File: src/rtl/rr_arb_pkg.sv
// rr_arb_pkg: state encoding and default sizing for the round-robin grant arbiter.
//   arb_state_t   IDLE / GRANT / RELEASE
//   DEF_NREQ      default number of requesters
//   DEF_MAX_HOLD  default maximum grant length in cycles
package rr_arb_pkg;
    typedef enum logic [1:0] {
        IDLE    = 2'd0,
        GRANT   = 2'd1,
        RELEASE = 2'd2
    } arb_state_t;
    localparam int DEF_NREQ     = 4;
    localparam int DEF_MAX_HOLD = 8;
    localparam int HOLD_W       = 8;
endpackage

File: src/rtl/rr_pick.sv
// rr_pick: combinational rotating-priority pick.
//   req    in   request vector
//   last   in   index of the previous owner; scan starts at last+1 and wraps
//   valid  out  at least one request is set
//   idx    out  index of the selected requester (0 when none)
module rr_pick
    import rr_arb_pkg::*;
#(
    parameter int NREQ = DEF_NREQ
) (
    input  logic [NREQ-1:0]         req,
    input  logic [$clog2(NREQ)-1:0] last,
    output logic                    valid,
    output logic [$clog2(NREQ)-1:0] idx
);
    localparam int IW = $clog2(NREQ);
    always_comb begin
        valid = |req;
        idx   = '0;
        // walk from the farthest offset down so the nearest set bit after last wins
        for (int k = NREQ; k >= 1; k--)
            if (req[(int'(last) + k) % NREQ])
                idx = IW'((int'(last) + k) % NREQ);
    end
endmodule

File: src/rtl/rr_grant_arbiter.sv
// rr_grant_arbiter: round-robin arbiter with bounded grant length and a mandatory
// release gap between owners.
//   clock    in   rising-edge clock
//   reset_n  in   asynchronous active-low reset
//   req      in   per-requester request levels
//   done     in   owner release strobe, only looked at while granted
//   gnt      out  registered one-hot grant (zero when nobody owns the resource)
//   gnt_id   out  registered owner index (zero when gnt is zero)
//   busy     out  registered, high while granted or releasing
//   timeout  out  registered one-cycle pulse when the hold limit alone ended a grant
module rr_grant_arbiter
    import rr_arb_pkg::*;
#(
    parameter int NREQ     = DEF_NREQ,
    parameter int MAX_HOLD = DEF_MAX_HOLD
) (
    input  logic                    clock,
    input  logic                    reset_n,
    input  logic [NREQ-1:0]         req,
    input  logic                    done,
    output logic [NREQ-1:0]         gnt,
    output logic [$clog2(NREQ)-1:0] gnt_id,
    output logic                    busy,
    output logic                    timeout
);
    localparam int IW = $clog2(NREQ);
    arb_state_t        r_state, w_state_nxt;
    logic [NREQ-1:0]   r_gnt, w_gnt_nxt;
    logic [IW-1:0]     r_id, w_id_nxt;
    logic [IW-1:0]     r_last, w_last_nxt;
    logic [HOLD_W-1:0] r_hold, w_hold_nxt;
    logic              r_busy, w_busy_nxt;
    logic              r_to, w_to_nxt;
    logic              w_pick_valid;
    logic [IW-1:0]     w_pick_idx;
    logic              w_release;
    logic              w_limit;

    rr_pick #(.NREQ(NREQ)) u_pick (
        .req   (req),
        .last  (r_last),
        .valid (w_pick_valid),
        .idx   (w_pick_idx)
    );

    // owner-driven exit outranks the hold limit, which only decides the timeout pulse
    assign w_release = done || !req[r_id];
    assign w_limit   = r_hold == HOLD_W'(MAX_HOLD - 1);

    always_comb begin
        w_state_nxt = r_state;
        w_gnt_nxt   = '0;
        w_id_nxt    = '0;
        w_last_nxt  = r_last;
        w_hold_nxt  = r_hold;
        w_busy_nxt  = 1'b0;
        w_to_nxt    = 1'b0;
        unique case (r_state)
            IDLE: if (w_pick_valid) begin
                w_state_nxt = GRANT;
                w_gnt_nxt   = NREQ'(1) << w_pick_idx;
                w_id_nxt    = w_pick_idx;
                w_busy_nxt  = 1'b1;
                w_hold_nxt  = '0;
            end
            GRANT: if (w_release || w_limit) begin
                w_state_nxt = RELEASE;
                w_last_nxt  = r_id;
                w_busy_nxt  = 1'b1;
                w_to_nxt    = !w_release;
                w_hold_nxt  = '0;
            end else begin
                w_gnt_nxt   = r_gnt;
                w_id_nxt    = r_id;
                w_busy_nxt  = 1'b1;
                w_hold_nxt  = (&r_hold) ? r_hold : r_hold + HOLD_W'(1);
            end
            RELEASE: w_state_nxt = IDLE;
            default: w_state_nxt = IDLE;
        endcase
    end

    always_ff @(posedge clock or negedge reset_n) begin
        if (!reset_n) begin
            r_state <= IDLE;
            r_gnt   <= '0;
            r_id    <= '0;
            r_last  <= IW'(NREQ - 1);
            r_hold  <= '0;
            r_busy  <= 1'b0;
            r_to    <= 1'b0;
        end else begin
            r_state <= w_state_nxt;
            r_gnt   <= w_gnt_nxt;
            r_id    <= w_id_nxt;
            r_last  <= w_last_nxt;
            r_hold  <= w_hold_nxt;
            r_busy  <= w_busy_nxt;
            r_to    <= w_to_nxt;
        end
    end

    assign gnt     = r_gnt;
    assign gnt_id  = r_id;
    assign busy    = r_busy;
    assign timeout = r_to;
endmodule

File: config.mk
export PLATFORM = sky130hd
export DESIGN_NAME = rr_grant_arbiter
export DESIGN_NICKNAME = d
export VERILOG_FILES = /design/src/rtl/rr_arb_pkg.sv /design/src/rtl/rr_pick.sv /design/src/rtl/rr_grant_arbiter.sv
export SDC_FILE = /design/constraint.sdc
export NUM_CORES = 1
export LEC_CHECK = 0
export CELL_PAD_IN_SITES_DETAIL_PLACEMENT = 0
export CELL_PAD_IN_SITES_GLOBAL_PLACEMENT = 1
export CORE_ASPECT_RATIO = 1.25
export CORE_MARGIN = 1.5
export CORE_UTILIZATION = 35
export DETAILED_ROUTE_END_ITERATION = 10
export HOLD_SLACK_MARGIN = 0.05
export PLACE_DENSITY_LB_ADDON = 0.3
export REMOVE_ABC_BUFFERS = 1
export SLEW_MARGIN = 15
export SYNTH_ARGS = -nofsm -noshare
export SYNTH_HDL_FRONTEND = slang
export SYNTH_SLANG_ARGS = --single-unit
File: constraint.sdc
create_clock -name clock -period 1.83 [get_ports clock]
set_input_delay 0.4575 -clock clock [delete_from_list [all_inputs] [get_ports clock]]
set_output_delay 0.4575 -clock clock [all_outputs]
set_load 0.02 [all_outputs]
# After elaboration in Yosys (flattened, before gate mapping)
# Index checks and enable logic that the tools add are counted.
[word_totals] register_bits=20 elab_cells=77
[classes] add_sub_neg=5 n_lt_le_gt_ge=5 eq_ne=5 n_shift=1 mux=35 bitwise_logic=4 reduce_logical=15
[ops] cell="$mux 8" n=3
[ops] cell="$lt 3x4->1 const B" n=4
[ops] cell="$mux 2" n=8
[ops] cell="$pmux 8 s2" n=1
[ops] cell="$mux 1" n=12
[ops] cell="$bmux 1 s2" n=5
[ops] cell="$add 8x1->8 const B" n=1
[ops] cell="$eq 8x3->1 const B" n=1
[ops] cell="$mux 4" n=2
[ops] cell="$pmux 2 s2" n=2
[ops] cell="$pmux 4 s2" n=1
[ops] cell="$reduce_and 8->1" n=1
[ops] cell="$reduce_or 2->1" n=4
[ops] cell="$add 2x1->2 const B" n=2
[ops] cell="$add 2x2->2 const B" n=2
[ops] cell="$and 1x1->1 const A" n=4
[ops] cell="$reduce_and 2->1" n=2
[ops] cell="$reduce_or 4->1" n=1
[ops] cell="$shl 1x2->4 const A" n=1
[ops] cell="$lt 2x3->1 const B" n=1
[ops] cell="$ne 3x3->1 const B" n=1
[ops] cell="$reduce_and 3->1" n=1
[ops] cell="$eq 2x1->1 const B" n=1
[ops] cell="$logic_not 1->1" n=2
[ops] cell="6 further kinds" n=7

# Longest topological paths before layout
# Gate-level depths: netlist of run 1.
[logic_depth] ltp_word=13 ltp_mapped=6 ltp_nobuf=5

# Modules after synthesis
# A second synthesis of run 1 with hierarchy kept.
[hier_totals] cells_unflattened=109 area_unflattened_um2=1149.9
[by_module_without_submodules] module="rr_grant_arbiter" n_inst=1 cells_each=95 area_each_um2=1058.5
[by_module_without_submodules] module="rr_pick" n_inst=1 cells_each=14 area_each_um2=91.3

# Worst setup path before layout of run 1
# OpenSTA, ideal clock, no wires.
[synth_timing] kind="register -> register" startpoint="register r_hold[3]" endpoint="register r_last[0]" setup_time_ps=82 t_arrival_ps=1767 setup_slack_ps=-19 stages_incl_launch_ff=5 n_path_buf=0 synth_period_minus_slack_ps=1849 cell_sequence="dfrtp_1 or4_4 or3_4 a21boi_4 mux2_4"
[synth_via] elab_chain_cells=3
[synth_lines] element="start: declaration" line="rr_grant_arbiter.sv:31" text="logic [HOLD_W-1:0] r_hold, w_hold_nxt;"
[synth_lines] element="start signal: assignment" line="rr_grant_arbiter.sv:97" text="r_hold <= w_hold_nxt;"
[synth_lines] element="$eq 8x3->1" line="rr_grant_arbiter.sv:48" text="assign w_limit = r_hold == HOLD_W'(MAX_HOLD - 1);"
[synth_lines] element="$logic_or 1x1->1" line="rr_grant_arbiter.sv:66" text="GRANT: if (w_release || w_limit) begin"
[synth_lines] element="$reduce_and 2->1 (no line)"
[synth_lines] element="end signal: assignment" line="rr_grant_arbiter.sv:88" text="r_last <= IW'(NREQ - 1);"
[synth_lines] element="end signal: assignment" line="rr_grant_arbiter.sv:96" text="r_last <= w_last_nxt;"
[synth_lines] element="end: declaration" line="rr_grant_arbiter.sv:30" text="logic [IW-1:0] r_last, w_last_nxt;"
# Every way passes these cells.
# A chain may end at the register's enable or synchronous reset.

# Final worst setup path of run 1
# Same ends and word-level chain as after synthesis.

==> results.toml, run 1 <==
[sta]
setup_violations = 2
worst_pin_slew_ns = 0.430
slew_headroom_pct = 71.3
fin_ws_ns = -0.0330
fin_crit_sh_pct = 102
skew_ns = 0.00634
clock.fmax_ghz = 0.537
hold_viol = 0
final_max_slew_viol_count = 0
min_period_ns = 1.86
rsz0062_at_grt = "true"

[final_layout]
diodes = 0
fin_area_um2 = 1480
area_delta_synth_final_pct = 37.1
final_nets = 154
drive_gt1_share_pct = 27.6
stdcell_count = 181
finish.utilization_pct = 50.3

[grt]
first_global_vias = 980
grt_remaining_overflow = 0
track_usage_pct = 17.4
antenna_found_initial = 0
grt_max_degree = 21
grt_pass1_wl_mm = 4.42

[power_and_ir_drop]
clkPwrFrac_pct = 12.9
pwr_density_cell_nw_per_um2 = 1130
pwr-share-seq_pct = 39.5
p_leak_nw = 0.651
pwr-share-comb_pct = 47.6
p_switching_uw = 612
vdd_ir_drop_max_uv = 542
p_int_mw = 1.06
switching_share_pct = 36.6

[drt]
dr_total_vias = 954
avgRoutedWirePerCell_um = 14.4
drtIter0Drc = 26
ant_nets = 0
dr.pass1.iters = 4
wl_mm = 2.60
drt-vias-per-instance = 5.27
drc = 0

[synthesis]
synthFlopType = "dfrtp_1"
yosys.area_share.simple_pct = 20.9
async_flop_share_pct = 100
muxShareOfSynthArea_pct = 5.56
avgSynthCellArea_um2 = 10.1
yosysSeqAreaShare_pct = 46.6
synth_top_family_by_area = "simple AND/OR/NAND/NOR gates"
synth_compound_area_share_pct = 20.4
synth_seq_cells = 20
ys_warn_count = 0
synth_xor_area_share_pct = 0.811
yosys.area_share.adder_pct = 1.16
synthCells = 107
synth_edf_count = 0
syn-cell-area_um2 = 1080
yosysUniqueCellTypes = 39

[placement]
dp.cells = 176
globalplace.congestion = 0.861
place_ws_ns = -0.580
place_hpwl_mm = 1.97
port-buffer-count = 14
post_dp_cell_area_um2 = 1410

[die]
ios = 15
dieArea_um2 = 3430
coreArea_um2 = 2950
die_h_um = 65.1
rows = 22
initial_core_util_pct = 36.7
die_width_um = 52.7

[worst_hold_path]
min_path_type = "in2async"

[clock_network]
holdBufCountCts = 0
cts_buffer_depth = 2
clk_pin_slew_worst_paths_ns = 0.11
htreeDepth = 1
numClockSinks = 20
clock-root-buffer = "clkbuf_4"
numCtsBuffers = 3
cts_tree = "yes"
worstSkewPairLatency_ns = 0.29

[outcome]
violations = "negative setup slack"
status = "complete, but fails checks"

[critical_path]
worst-endpoint-required_ns = 2.07
crit_fanout = 3
critPathKind = "reg2reg"
cp-start-kind = "register"
reg2reg_slack_ns = -0.03
crit_path_end_kind = "register"
cp.arrival_ns = 2.10

[flow_run]
cap_violations = 0
-- cell usage after synthesis, types with 3 or more instances --
cell type | number | area (um^2)
dfrtp_1 | 18 | 450
inv_1 | 9 | 33.8
nand2_1 | 7 | 26.3
nand3_1 | 6 | 30.0
nor2_1 | 6 | 22.5
o21ai_0 | 6 | 30.0
nand2b_1 | 4 | 25.0
o211ai_1 | 4 | 30.0
mux2i_1 | 3 | 30.0
nor2b_1 | 3 | 18.8
o22ai_1 | 3 | 18.8
o2bb2ai_1 | 3 | 26.3
-- worst paths after layout --
kind,start,endpoint,cells past startpoint
worst max-delay path,r_hold[3],r_last[0],4
worst min-delay path,reset_n,r_hold[5],2
worst max register to register,r_hold[3],r_last[0],4
worst min register to register,gnt[2],gnt[2],1
max in group asynchronous,reset_n,r_last[1],2
min in group clock,gnt[2],gnt[2],1
-- metal layers --
metal	share of wire (%)	GRT usage [%]
met1	41	20.7
met2	55	31.9
met3	3.7	3.18
met4	0.69	3.85
met5	0	0
-- through the flow --
step	setup TNS [ns]	hold WS [ns]	power, mW
4_1_cts	-0.0968	0.488	1.63
5_1_grt	-0.153	0.481	1.79
3_5_place_dp	-5.21	0.480	1.41
2_1_floorplan	-1.85	0.162	1.06
6_report	-0.0641	0.477	1.67
3_3_place_gp	-4.54	0.478	1.40
-- power groups by stage --
stage | Clock [mW] | Combinational [mW] | Sequential (mW)
after floorplan | 0 | 0.345 | 0.713
after global placement | 0 | 0.739 | 0.658
after detailed placement | 0 | 0.750 | 0.661
after CTS | 0.223 | 0.756 | 0.655
after global routing | 0.250 | 0.869 | 0.675
final | 0.216 | 0.796 | 0.661
-- layout by cell type, fill, tap and decap left out, types with 4 or more instances in the layout --
cell,Yosys,routed
clkdlybuf4s50_1,0,12
inv_1,9,9
nor2_1,6,6
o211ai_1,4,4
nand3_1,6,5
dfrtp_1,18,18
buf_4,0,21
nand2b_1,4,4
o21ai_0,6,6
nand2_1,7,7
-- cell families after synthesis --
logic type	after synthesis
simple gates	40
fa+ha+maj	1
xor+xnor	1
compound gates	29
mux	5
flops	20
buf+inv	11
-- timing repair --
item,CTS,global route
buffers inserted,0,1
pin swaps,0,4
endpoints found under the setup margin,10,13
gates resized for setup,1,7
-- flip-flops by register name, indices dropped and copies added (netlist names) --
register  flops
busy          1
gnt           4
timeout       1
gnt_id        2
r_state       2
r_last        2
r_hold        8
-- worst max-delay path, cell delays in order, from the launching register on --
cell and delay, ns:
dfrtp_1 0.41, or4_4 0.54, or3_4 0.36, a21boi_4 0.19, mux2_4 0.31
-- cell type report --
cell class                      count  area, um^2
Clock buffer                        4        26.3
Inverter                            9        33.8
Multi-Input combinational cell     76         558
Sequential cell                    20         503
Fill cell                         273        1470
Timing Repair Buffer               36         314
Tap cell                           36        45.0
No activity file was read; power rests on OpenSTA's default activity.
==> run 2, diff against run 1 <==
--- a/config.mk
+++ b/config.mk
@@ -11,6 +11,7 @@
 export CORE_MARGIN = 1.5
 export CORE_UTILIZATION = 35
 export DETAILED_ROUTE_END_ITERATION = 10
+export GPL_ROUTABILITY_DRIVEN = 0
 export HOLD_SLACK_MARGIN = 0.05
 export PLACE_DENSITY_LB_ADDON = 0.3
 export REMOVE_ABC_BUFFERS = 1
==> results of run 2 <==
Same layout as run 1: the final DEF is identical, and so are final timing and power.
==> run 3, diff against run 2 <==
--- a/config.mk
+++ b/config.mk
@@ -15,6 +15,7 @@
 export HOLD_SLACK_MARGIN = 0.05
 export PLACE_DENSITY_LB_ADDON = 0.3
 export REMOVE_ABC_BUFFERS = 1
+export SKIP_CTS_REPAIR_TIMING = 1
 export SLEW_MARGIN = 15
 export SYNTH_ARGS = -nofsm -noshare
 export SYNTH_HDL_FRONTEND = slang
==> results.toml, run 3 (synthesis results as in run 1) <==
[outcome]
status = "complete, but fails checks"
violations = "negative setup slack"

[die]
dieArea_um2 = 3430
die_h_um = 65.1
die_width_um = 52.7
initial_core_util_pct = 36.7
ios = 15
coreArea_um2 = 2950
rows = 22

[final_layout]
fin_area_um2 = 1480
drive_gt1_share_pct = 27.6
area_delta_synth_final_pct = 37.1
largest_reg_flops = 8
final_nets = 154
layout_commonest_cell = "buf_4"
diodes = 0
regMostFlops = "r_hold"
final_cell_mix = "buf_4, dfrtp_1, clkdlybuf4s50_1"
stdcell_count = 181
finish.utilization_pct = 50.3

[drt]
dr.pass1.iters = 4
drt-vias-per-instance = 5.29
drc = 0
avgRoutedWirePerCell_um = 14.2
wl_mm = 2.57
drtIter0Drc = 31
ant_nets = 0
dr_total_vias = 958

[clock_network]
htreeDepth = 1
numCtsBuffers = 3
numClockSinks = 20
worstSkewPairLatency_ns = 0.30
cts_buffer_depth = 2
clk_pin_slew_worst_paths_ns = 0.12
clock-root-buffer = "clkbuf_4"
cts_tree = "yes"

[sta]
skew_ns = 0.0113
fin_ws_ns = -0.0288
setup_tns_ns = -0.0551
fin_crit_sh_pct = 102
worst_pin_slew_ns = 0.435
min_period_ns = 1.86
final_max_slew_viol_count = 0
setup_violations = 2
hold-worst-slack_ns = 0.471
clock.fmax_ghz = 0.538
slew_headroom_pct = 71.0
rsz0062_at_grt = "true"
hold_viol = 0

[grt]
grt_pass1_wl_mm = 4.32
grt_remaining_overflow = 0
antenna_found_initial = 0
first_global_vias = 965
track_usage_pct = 17.1
grt_max_degree = 21

[critical_path]
cp-start-kind = "register"
worst-endpoint-required_ns = 2.07
r2r_end = "r_last[0]"
cp.arrival_ns = 2.10
crit_path_end_kind = "register"
reg2reg_slack_ns = -0.03
crit_fanout = 3
reg2regPathDepth = 4
critPathKind = "reg2reg"
regToRegStartpoint = "r_hold[3]"

[power_and_ir_drop]
p_leak_nw = 0.651
power_mw = 1.67
vdd_ir_drop_max_uv = 540
pwr_density_cell_nw_per_um2 = 1130

[flow_run]
cap_violations = 0

[placement]
dp.cells = 176
post_dp_cell_area_um2 = 1410
port-buffer-count = 14
place_hpwl_mm = 1.97
place_ws_ns = -0.580

[worst_hold_path]
min_path_type = "in2async"
run 3: cell counts in the layout (fill, tap and decap cells not counted):
Identical to the previous run, type by type.
run 3: worst max path at each step:
stage / to / depth (start not counted) / slack (ns) / start
2_1_floorplan: r_hold[5] / 4 / -0.23 / gnt_id[0]
3_3_place_gp: r_hold[6] / 5 / -0.50 / req[1]
3_5_place_dp: r_hold[6] / 5 / -0.58 / req[2]
4_1_cts: r_hold[6] / 5 / -0.25 / req[1]
5_1_grt: r_last[1] / 4 / -0.08 / r_hold[3]
6_report: r_last[0] / 4 / -0.03 / r_hold[3]
run 3: where the power goes:
group          internal, mW  leakage (nW)  switching [mW]
clock                0.0848        0.0150           0.136
sequential            0.559         0.262          0.0998
combinational         0.417         0.375           0.377
total                  1.06         0.651           0.613
run 3: critical path, stage by stage, from the launching register on:
cell      delay [ns]
dfrtp_1         0.41
or4_4           0.54
or3_4           0.36
a21boi_4        0.19
mux2_4          0.31
run 3: final cells by class:
type | instances | area (um^2)
Sequential cell | 20 | 503
Inverter | 9 | 33.8
Fill cell | 276 | 1470
Clock buffer | 4 | 26.3
Tap cell | 36 | 45.0
Multi-Input combinational cell | 76 | 558
Timing Repair Buffer | 36 | 314
run 3: per-layer routing:
layer	share of wire [%]	vias to the layer above	track usage [%]
met4	0.70	0	3.85
met1	41	468	20.4
met3	3.5	2	3.18
met5	0	-	0
li1	-	470	-
met2	55	18	31.1
